File: config.mk
export PLATFORM = sky130hd
export DESIGN_NAME = ppu_vram_arbiter_flat
export DESIGN_NICKNAME = d
export VERILOG_FILES = /design/src/rtl/ppu_vram_arbiter_pkg.sv /design/src/rtl/ppu_vram_arbiter_if.sv /design/src/rtl/ppu_vram_arbiter_vaddr_reg.sv /design/src/rtl/ppu_vram_arbiter.sv /design/src/flat_wrapper.sv
export SDC_FILE = /design/constraint.sdc
export NUM_CORES = 1
export LEC_CHECK = 0
export BUFFER_PORTS_ARGS = -buffer_cell sky130_fd_sc_hd__buf_4
export CAP_MARGIN = 20
export CORE_MARGIN = 2
export CORE_UTILIZATION = 30
export CTS_CLUSTER_DIAMETER = 60
export CTS_CLUSTER_SIZE = 20
export DETAILED_ROUTE_END_ITERATION = 10
export GPL_TIMING_DRIVEN = 0
export PLACE_DENSITY = 0.59
export SYNTH_ARGS = -nofsm -noshare
export SYNTH_HDL_FRONTEND = slang
export SYNTH_SLANG_ARGS = --single-unit
File: constraint.sdc
create_clock -name clk -period 5.9 [get_ports clk]
set_clock_uncertainty 0.05 [all_clocks]
set_input_delay 0.295 -clock clk [delete_from_list [all_inputs] [get_ports clk]]
set_output_delay 0.295 -clock clk [all_outputs]
set_load 0.03 [all_outputs]
File: src/rtl/ppu_vram_arbiter_pkg.sv
// Shared types and constants for the PPU VRAM arbiter: FSM states, the
// captured CPU request and the default address mask / palette base.
package ppu_pkg;
    localparam int          ADDR_W   = 16;
    localparam logic [15:0] VMASK    = 16'h3FFF;
    localparam logic [15:0] PAL_BASE = 16'h3F00;

    typedef enum logic [1:0] {IDLE, ISSUE, RD_WAIT} vram_arb_state_t;
    typedef enum logic {OP_WR, OP_RD} cpu_op_t;

    typedef struct packed {
        cpu_op_t     op;
        logic [15:0] addr;
        logic [7:0]  data;
    } cpu_req_t;
endpackage

File: src/rtl/ppu_vram_arbiter_if.sv
// Single VRAM port: the arbiter is the master, the memory is the slave.
interface ppu_vram_arbiter_if #(parameter int ADDR_W = 16);
    logic [ADDR_W-1:0] VRAM_addr;
    logic              VRAM_WE;
    logic [7:0]        VRAM_data_in;
    logic [7:0]        VRAM_data_out;

    modport master (output VRAM_addr, VRAM_WE, VRAM_data_in, input VRAM_data_out);
    modport slave  (input VRAM_addr, VRAM_WE, VRAM_data_in, output VRAM_data_out);
endinterface

File: src/rtl/ppu_vram_arbiter_vaddr_reg.sv
// Internal VRAM address register v and the $2006 hi/lo write toggle w.
// An address write takes priority over a $2007 post-access increment.
module ppu_vaddr_reg (
    input  logic        clk,
    input  logic        reset,
    input  logic        addr_wr_stb,
    input  logic [7:0]  wdata,
    input  logic        w_clear,
    input  logic        inc_en,
    input  logic        incr32,
    output logic [14:0] v
);
    logic w;

    always_ff @(posedge clk or negedge reset) begin
        if (!reset) begin
            v <= '0;
            w <= 1'b0;
        end else begin
            if (addr_wr_stb) begin
                if (!w) v[14:8] <= {1'b0, wdata[5:0]};
                else    v[7:0]  <= wdata;
            end else if (inc_en) begin
                v <= v + (incr32 ? 15'd32 : 15'd1);
            end
            // the write above already used the old w; a $2002 read still wins
            if (w_clear)          w <= 1'b0;
            else if (addr_wr_stb) w <= ~w;
        end
    end
endmodule

File: src/rtl/ppu_vram_arbiter.sv
// Shares the VRAM port between render fetches (absolute priority) and one
// queued CPU $2007 access; owns the $2007 read buffer.
module ppu_vram_arbiter #(
    parameter int          ADDR_W   = 16,
    parameter logic [15:0] VMASK    = ppu_pkg::VMASK,
    parameter logic [15:0] PAL_BASE = ppu_pkg::PAL_BASE
) (
    input  logic              clk,
    input  logic              reset,
    input  logic              cpu_addr_wr_stb,
    input  logic              cpu_data_wr_stb,
    input  logic              cpu_data_rd_stb,
    input  logic [7:0]        cpu_wdata,
    input  logic              incr32,
    input  logic              w_clear,
    output logic [7:0]        cpu_rdata,
    output logic              cpu_busy,
    output logic              cpu_overrun,
    output logic [14:0]       vaddr,
    input  logic              ren_req,
    input  logic [ADDR_W-1:0] ren_addr,
    output logic [7:0]        ren_data,
    output logic              ren_valid,
    ppu_vram_arbiter_if.master vram
);
    import ppu_pkg::*;

    vram_arb_state_t state, state_nxt;
    cpu_req_t        slot;
    logic [7:0]      rd_buf;
    logic            cpu_stb, slot_frees, accept;
    logic [15:0]     v_masked;

    assign cpu_stb  = cpu_data_wr_stb | cpu_data_rd_stb;
    assign v_masked = {1'b0, vaddr} & VMASK;
    assign cpu_busy = (state != IDLE);
    assign ren_data = ren_valid ? vram.VRAM_data_out : 8'h00;

    ppu_vaddr_reg u_vaddr (
        .clk         (clk),
        .reset       (reset),
        .addr_wr_stb (cpu_addr_wr_stb),
        .wdata       (cpu_wdata),
        .w_clear     (w_clear),
        .inc_en      (accept),
        .incr32      (incr32),
        .v           (vaddr)
    );

    always_ff @(posedge clk or negedge reset) begin
        if (!reset) state <= IDLE;
        else        state <= state_nxt;
    end

    always_comb begin
        state_nxt          = state;
        slot_frees         = 1'b0;
        accept             = 1'b0;
        vram.VRAM_addr     = '0;
        vram.VRAM_WE       = 1'b0;
        vram.VRAM_data_in  = 8'h00;
        if (ren_req) vram.VRAM_addr = ren_addr;
        unique case (state)
            ISSUE: if (!ren_req) begin
                vram.VRAM_addr = ADDR_W'(slot.addr);
                if (slot.op == OP_WR) begin
                    vram.VRAM_WE      = 1'b1;
                    vram.VRAM_data_in = slot.data;
                    slot_frees        = 1'b1;
                    state_nxt         = IDLE;
                end else begin
                    state_nxt = RD_WAIT;
                end
            end
            // read data is already on VRAM_data_out, so render may own the port
            RD_WAIT: begin
                slot_frees = 1'b1;
                state_nxt  = IDLE;
            end
            default: ;
        endcase
        accept = cpu_stb && (state == IDLE || slot_frees);
        if (accept) state_nxt = ISSUE;
        if (!reset) begin
            vram.VRAM_addr    = '0;
            vram.VRAM_WE      = 1'b0;
            vram.VRAM_data_in = 8'h00;
        end
    end

    always_ff @(posedge clk or negedge reset) begin
        if (!reset) begin
            slot        <= '0;
            rd_buf      <= 8'h00;
            cpu_rdata   <= 8'h00;
            cpu_overrun <= 1'b0;
            ren_valid   <= 1'b0;
        end else begin
            ren_valid   <= ren_req;
            cpu_overrun <= cpu_stb && !accept;
            if (accept)
                slot <= '{op: (cpu_data_rd_stb ? OP_RD : OP_WR), addr: v_masked, data: cpu_wdata};
            // palette reads bypass the one-read-behind buffer
            if (state == RD_WAIT) begin
                rd_buf    <= vram.VRAM_data_out;
                cpu_rdata <= (slot.addr >= PAL_BASE) ? vram.VRAM_data_out : rd_buf;
            end
        end
    end
endmodule

File: src/flat_wrapper.sv
// flat-port wrapper written by rule: the top's interface ports become plain ports
module ppu_vram_arbiter_flat import ppu_pkg::*;
#(
    parameter int          ADDR_W   = 16,
    parameter logic [15:0] VMASK    = ppu_pkg::VMASK,
    parameter logic [15:0] PAL_BASE = ppu_pkg::PAL_BASE
)
  (clk, reset, cpu_addr_wr_stb, cpu_data_wr_stb, cpu_data_rd_stb, cpu_wdata, incr32, w_clear, cpu_rdata, cpu_busy, cpu_overrun, vaddr, ren_req, ren_addr, ren_data, ren_valid, vram_VRAM_addr, vram_VRAM_WE, vram_VRAM_data_in, vram_VRAM_data_out);
  ppu_vram_arbiter_if #(.ADDR_W(ADDR_W)) vram_i ();
  input  logic clk;
  input  logic reset;
  input  logic cpu_addr_wr_stb;
  input  logic cpu_data_wr_stb;
  input  logic cpu_data_rd_stb;
  input  logic [7:0] cpu_wdata;
  input  logic incr32;
  input  logic w_clear;
  output logic [7:0] cpu_rdata;
  output logic cpu_busy;
  output logic cpu_overrun;
  output logic [14:0] vaddr;
  input  logic ren_req;
  input  logic [ADDR_W-1:0] ren_addr;
  output logic [7:0] ren_data;
  output logic ren_valid;
  output wire logic [$bits(vram_i.VRAM_addr)-1:0] vram_VRAM_addr;
  output wire logic [$bits(vram_i.VRAM_WE)-1:0] vram_VRAM_WE;
  output wire logic [$bits(vram_i.VRAM_data_in)-1:0] vram_VRAM_data_in;
  input wire logic [$bits(vram_i.VRAM_data_out)-1:0] vram_VRAM_data_out;
  assign vram_VRAM_addr = vram_i.VRAM_addr;
  assign vram_VRAM_WE = vram_i.VRAM_WE;
  assign vram_VRAM_data_in = vram_i.VRAM_data_in;
  assign vram_i.VRAM_data_out = vram_VRAM_data_out;
  ppu_vram_arbiter #(.ADDR_W(ADDR_W), .VMASK(VMASK), .PAL_BASE(PAL_BASE)) u_core (.clk(clk), .reset(reset), .cpu_addr_wr_stb(cpu_addr_wr_stb), .cpu_data_wr_stb(cpu_data_wr_stb), .cpu_data_rd_stb(cpu_data_rd_stb), .cpu_wdata(cpu_wdata), .incr32(incr32), .w_clear(w_clear), .cpu_rdata(cpu_rdata), .cpu_busy(cpu_busy), .cpu_overrun(cpu_overrun), .vaddr(vaddr), .ren_req(ren_req), .ren_addr(ren_addr), .ren_data(ren_data), .ren_valid(ren_valid), .vram(vram_i));
endmodule
==> flow_summary.json, run 1 <==
{
  "finalSetupViolCount": 0,
  "rows": 37,
  "async_flop_share_pct": 100,
  "cp.required_ns": 5.56,
  "ir_worst_vdd_mv": 0.215,
  "htree_levels": 3,
  "cp_slowest_cell": "dfrtp_1",
  "rsz0062_at_grt": "no",
  "post_cts.repair.setup_buffers": 0,
  "syn_area_sq_um": 3120,
  "port_buffers": 98,
  "slowest_delay_ns": 0.39,
  "ys.flop_type": "dfrtp_1",
  "drc": 0,
  "clkLatencyLatePin_ns": 0.35,
  "die_area_sq_um": 11200,
  "syn_avg_cell_area_sq_um": 9.66,
  "grt_antenna_before_repair": 0,
  "crit_type": "reg2out",
  "fp.dieW_um": 106,
  "dr.first_iter.drc_count": 177,
  "vias_per_cell": 5.10,
  "synth_warnings": 0,
  "path_cells": "inv_1 > ha_1 > and3b_1 > clkbuf_1 > nor2b_1 > clkbuf_1 > and2_1 > buf_4",
  "cts.repair.resized": 0,
  "power_density_nw_per_um2": 506,
  "die_h_um": 106,
  "area_growth_pct": 36.7,
  "grt_start_max_net_pins": 64,
  "cpMostUsedCell": "clkbuf_1",
  "cp-end-kind": "primary output",
  "relSlewSlack_pct": 47.5,
  "crit_buf_inv": 4,
  "worst_slew_pin_slew_ns": 0.787,
  "drtPass1Iterations": 5,
  "run_status": "finished with violations",
  "initial_utilization_pct": 30.5,
  "place_area_sq_um": 4030,
  "min_period_ns": 2.65,
  "dp_slack_ns": 3.19,
  "crit_fanout": 9,
  "use_met2_pct": 27.6,
  "postRouteAntennaNets": 0,
  "hold_viol": 32,
  "hold_path.class": "in2async",
  "cts_tree": "done",
  "drv_cap": 0,
  "arrival_ns": 2.31,
  "overflow": 0,
  "vias": 2920,
  "hold_slack_ns": -0.00940,
  "wl_mm": 9.00,
  "cts.clk_slew.worst_paths_ns": 0.07,
  "ys_ff_latch": 59,
  "synth_top_area_cell": "dfrtp_1",
  "layout_setup_ws_ns": 3.25,
  "cts_buffers": 9,
  "drive_gt1_share_pct": 31.8,
  "ys_seq_area_share_pct": 47.3,
  "synth_common_cells": "nand2_1 (64), dfrtp_1 (59), and2_1 (21)",
  "clockBufferDepth": 2,
  "max_freq_mhz": 377,
  "synth_most_common_cell": "nand2_1",
  "fin_area_sq_um": 4270,
  "utilization_pct": 41.7,
  "gp_congestion": 0.861,
  "syn_inst": 323,
  "r2r_slack_ns": 3.66,
  "io_pins": 99,
  "syn_nets": 369,
  "cp_top_family": "buffers and inverters",
  "grt_usage_pct": 16.6,
  "violations": "hold timing",
  "grt_use_met3_pct": 4.11,
  "power_leakage_uw": 0.00205,
  "avgRoutedWirePerCell_um": 15.7,
  "grt_pass1_vias": 2926,
  "hold_buffers": 0,
  "gr-usage-met1_pct": 21.0,
  "cts.sinks": 59,
  "setup_tns_ns": 0,
  "top_usage_layer": "met2",
  "root_buffer": "clkbuf_8",
  "drv_slew": 0,
  "hpwl_mm": 6.71,
  "core_region_area_sq_um": 10200,
  "grt_pass1_wl_mm": 14.7,
  "final.period_utilization_pct": 45.0,
  "synthDistinctLibCells": 46,
  "cp-start-kind": "flip-flop",
  "synth_top_area_share_pct": 47.3,
  "synth.top_cells.by_area": "dfrtp_1 (47%), nand2_1 (7.7%), mux2_2 (5.4%), a22o_1 (4.5%), and2_1 (4.2%)",
  "layout.nets": 478,
  "synth_edf_count": 0,
  "diodes": 0
}
-- final timing paths --
| path | end | depth (start not counted) | startpoint |
|---|---|---|---|
| setup / recovery | vram_VRAM_data_in[4] | 8 | u_core.state[1] |
| hold / removal | u_core.slot[6] | 1 | reset |
| setup reg to reg | u_core.slot[9] | 8 | u_core.state[0] |
| hold reg to reg | u_core.slot[0] | 2 | u_core.slot[0] |
| max in group asynchronous | u_core.slot[21] | 1 | reset |
| min in group clk | u_core.u_vaddr.w | 2 | w_clear |
-- logic make-up after synthesis --
kind of cell	after synthesis	synth area share, %
flip-flops	59	47.3
buffers and inverters	21	2.93
AND/OR/NAND/NOR	135	20.9
multiplexers	25	8.62
adder cells (fa/ha/maj)	6	2.41
AO/OA/AOI/OAI	77	17.8
-- state kept, by name (all words and copies together), names as in the netlist --
name,count
u_core.rd_buf,8
u_core.u_vaddr.v,15
u_core.ren_valid,1
u_core.u_vaddr.w,1
u_core.slot,23
u_core.cpu_rdata,8
u_core.state,2
u_core.cpu_overrun,1
-- report_power, final --
part | internal, uW | total, uW | switching, uW
Clock | 279 | 450 | 171
Sequential | 591 | 760 | 169
Combinational | 390 | 947 | 557
Total | 1260 | 2160 | 897
-- per-layer routing --
| metal | vias up | share of wire [%] | wire, um |
|---|---|---|---|
| li1 | 1385 | - | - |
| met1 | 1375 | 43 | 3850 |
| met2 | 142 | 47 | 4230 |
| met3 | 18 | 8.1 | 731 |
| met4 | 0 | 2.1 | 191 |
| met5 | - | 0 | 0 |
-- layout make-up --
type	count	area, sq um
Buffer	15	68.8
Inverter	6	22.5
Fill cell	1022	5970
Tap cell	136	170
Sequential cell	59	1480
Clock buffer	9	124
Multi-Input combinational cell	243	1550
Clock inverter	7	116
Timing Repair Buffer	98	736
-- metrics by stage --
step	cells	power [uW]	hold WS (ns)
finish	573	2160	-0.00940
global route	573	2300	0.0307
CTS	573	2180	0.0158
detailed placement	557	1720	0.389
floorplan	323	1370	-0.0506
global placement	557	1700	0.378
-- placed cells by master (no fill, tap or decap), types with 2 or more instances in the layout --
| master | netlist | final |
|---|---|---|
| o21ai_0 | 6 | 6 |
| and2_1 | 21 | 21 |
| o21a_1 | 2 | 2 |
| mux2_2 | 15 | 15 |
| a211oi_1 | 7 | 7 |
| clkbuf_1 | 8 | 8 |
| a21oi_1 | 15 | 15 |
| buf_4 | 0 | 98 |
| and4_1 | 2 | 2 |
| buf_1 | 2 | 2 |
| o2bb2ai_1 | 3 | 3 |
| a22o_1 | 16 | 16 |
| ha_1 | 6 | 6 |
| o31ai_1 | 3 | 3 |
| nor2_1 | 17 | 17 |
| a31oi_1 | 2 | 2 |
| and3_1 | 8 | 8 |
| bufinv_16 | 0 | 3 |
| a21o_1 | 4 | 4 |
| o22ai_1 | 8 | 8 |
| clkbuf_8 | 0 | 9 |
| nor3_1 | 7 | 7 |
| inv_1 | 5 | 5 |
| a22oi_1 | 2 | 2 |
| clkinv_2 | 0 | 2 |
| mux2i_1 | 10 | 10 |
| buf_2 | 4 | 4 |
| nand4_1 | 4 | 4 |
| nand2_1 | 64 | 64 |
| nand3_1 | 4 | 4 |
| dfrtp_1 | 59 | 59 |
Power figures use the tool's default switching activity.
==> run 2, diff against run 1 <==
--- a/config.mk
+++ b/config.mk
@@ -13,7 +13,7 @@
 export CTS_CLUSTER_SIZE = 20
 export DETAILED_ROUTE_END_ITERATION = 10
 export GPL_TIMING_DRIVEN = 0
-export PLACE_DENSITY = 0.59
+export PLACE_DENSITY = 0.61
 export SYNTH_ARGS = -nofsm -noshare
 export SYNTH_HDL_FRONTEND = slang
 export SYNTH_SLANG_ARGS = --single-unit
==> constraint.sdc (replaced) <==
create_clock -name clk -period 2.25 [get_ports clk]
set_clock_uncertainty 0.05 [all_clocks]
set_input_delay 0.1125 -clock clk [delete_from_list [all_inputs] [get_ports clk]]
set_output_delay 0.1125 -clock clk [all_outputs]
set_load 0.03 [all_outputs]
==> run 2 against run 1 <==
Net effect: the run now ends clean; worst setup slack worse by 3.1 ns; register-to-register slack lost 3.5 ns; wire length increased by 3.5%; worst hold slack gained 0.050 ns; sequential power grew to 2.6 times the previous value; clock power is 92% higher; critical path type is now reg2reg; critical endpoint is now u_core.u_vaddr.v[1].
==> flow_summary.json, run 2 (synthesized netlist as in run 1, its figures left out) <==
{
  "io_pins": 99,
  "port_buffers": 98,
  "wl_mm": 9.31,
  "regMostFlops": "u_core.slot",
  "htree_levels": 3,
  "cp-end-kind": "flip-flop",
  "arrival_ns": 2.29,
  "drtPass1Iterations": 4,
  "avgRoutedWirePerCell_um": 15.7,
  "die_area_sq_um": 11200,
  "fp.dieW_um": 106,
  "grt_antenna_before_repair": 0,
  "r2r_slack_ns": 0.13,
  "min_period_ns": 2.12,
  "drc": 0,
  "crit_fanout": 10,
  "cts.clk_slew.worst_paths_ns": 0.07,
  "reg_top3": "u_core.slot (23), u_core.u_vaddr.v (15)",
  "max_freq_mhz": 471,
  "initial_utilization_pct": 30.5,
  "final_common_cell": "buf_4",
  "core_region_area_sq_um": 10200,
  "largest_register_ffs": 23,
  "worst_slew_pin_slew_ns": 0.580,
  "power_density_nw_per_um2": 1220,
  "grt_usage_pct": 16.9,
  "n_fill_cell": 1013,
  "die_h_um": 106,
  "grt_start_max_net_pins": 64,
  "cp.required_ns": 2.42,
  "clockBufferDepth": 2,
  "area_growth_pct": 43.3,
  "hold_path.class": "in2reg",
  "hpwl_mm": 6.73,
  "rsz0062_at_grt": "no",
  "root_buffer": "clkbuf_8",
  "grt_pass1_vias": 3003,
  "cts_buffers": 9,
  "setup_tns_ns": 0,
  "drive_gt1_share_pct": 32.2,
  "layout_common_cells": "buf_4 (100), nand2_1 (64), dfrtp_1 (59), and2_1 (21), dlygate4sd3_1 (20)",
  "ir_worst_vdd_mv": 0.539,
  "overflow": 0,
  "layout.nets": 500,
  "power_leakage_uw": 0.00213,
  "hold_slack_ns": 0.0401,
  "diodes": 0,
  "cp-start-kind": "flip-flop",
  "hold_viol": 0,
  "gp_congestion": 0.858,
  "relSlewSlack_pct": 61.3,
  "rows": 37,
  "vias": 2993,
  "clkLatencyLatePin_ns": 0.34,
  "crit_type": "reg2reg",
  "drv_slew": 0,
  "postRouteAntennaNets": 0,
  "cts_tree": "done",
  "drv_cap": 0,
  "finalSetupViolCount": 0,
  "dr.first_iter.drc_count": 187,
  "grt_pass1_wl_mm": 15.0,
  "run_status": "completed",
  "cts.sinks": 59,
  "final.period_utilization_pct": 94.3,
  "vias_per_cell": 5.03
}
[run 2: cell types whose count changed in the layout (fill, tap and decap cells not counted), sizes merged]
cell / previous run / this run
dlygate4sd3: 0 / 20
buf: 105 / 109
bufinv: 3 / 0
clkbuf: 17 / 15
clkinvlp: 1 / 3
inv: 6 / 7
[run 2: worst paths after layout]
kind                                  from                  end  cells past startpoint
max                        u_core.state[0]  u_core.u_vaddr.v[1]                      7
min                        cpu_data_wr_stb   u_core.cpu_overrun                      3
max reg2reg                u_core.state[0]  u_core.u_vaddr.v[1]                      7
min reg2reg                 u_core.slot[6]       u_core.slot[6]                      2
max in group asynchronous            reset      u_core.slot[18]                      3
min in group asynchronous            reset  u_core.cpu_rdata[0]                      3
[run 2: per-stage QoR]
step	util [%]	instances	cell area, sq um	setup WS, ns	total power (uW)
after floorplan	-	323	3120	0.231	3580
after global placement	39.3	557	4030	-0.139	4460
after detailed placement	39.3	557	4030	-0.150	4530
after CTS	43.0	591	4400	0.0199	5460
after global routing	43.7	595	4470	0.0185	5830
final	43.7	595	4470	0.127	5450
[run 2: metal layers]
metal  track usage, %  vias to the layer above  part of all wire, %
met2             28.6                      114                   49
met5                0                        -                    0
met1             20.9                     1443                   45
li1                 -                     1426                    -
met4             5.26                        0                  1.1
met3             4.60                       10                  5.3
[run 2: area by class of cell]
cell class	count	area (sq um)	area share, %
clock inverter	7	53.8	1.20
timing repair buffer	122	990	22.1
tap	136	170	3.81
buffer	13	66.3	1.48
multi-input combinational	243	1570	35.1
clock buffer	9	124	2.77
sequential	59	1480	33.0
inverter	6	22.5	0.504
[run 2: repair_timing]
item / CTS / global route
hold buffers: 19 / 2
pin swaps: 0 / 0
setup endpoints to repair: 20 / 31
gates resized for setup: 4 / 8
buffers inserted: 0 / 3
endpoints found under the hold margin: 78 / 59
[run 2: report_power, final]
group | switching, uW | leakage [uW] | internal [uW]
registers | 459 | 0.000704 | 1550
logic | 1490 | 0.00135 | 1080
clock network | 462 | 0.0000818 | 403
[run 2: critical path: stages, from the launching register on]
cell      delay (ns)
dfrtp_1         0.38
inv_1           0.07
ha_1            0.36
a21oi_1         0.41
a21boi_2        0.12
clkbuf_4        0.21
nor2_1          0.27
o21ai_0         0.13
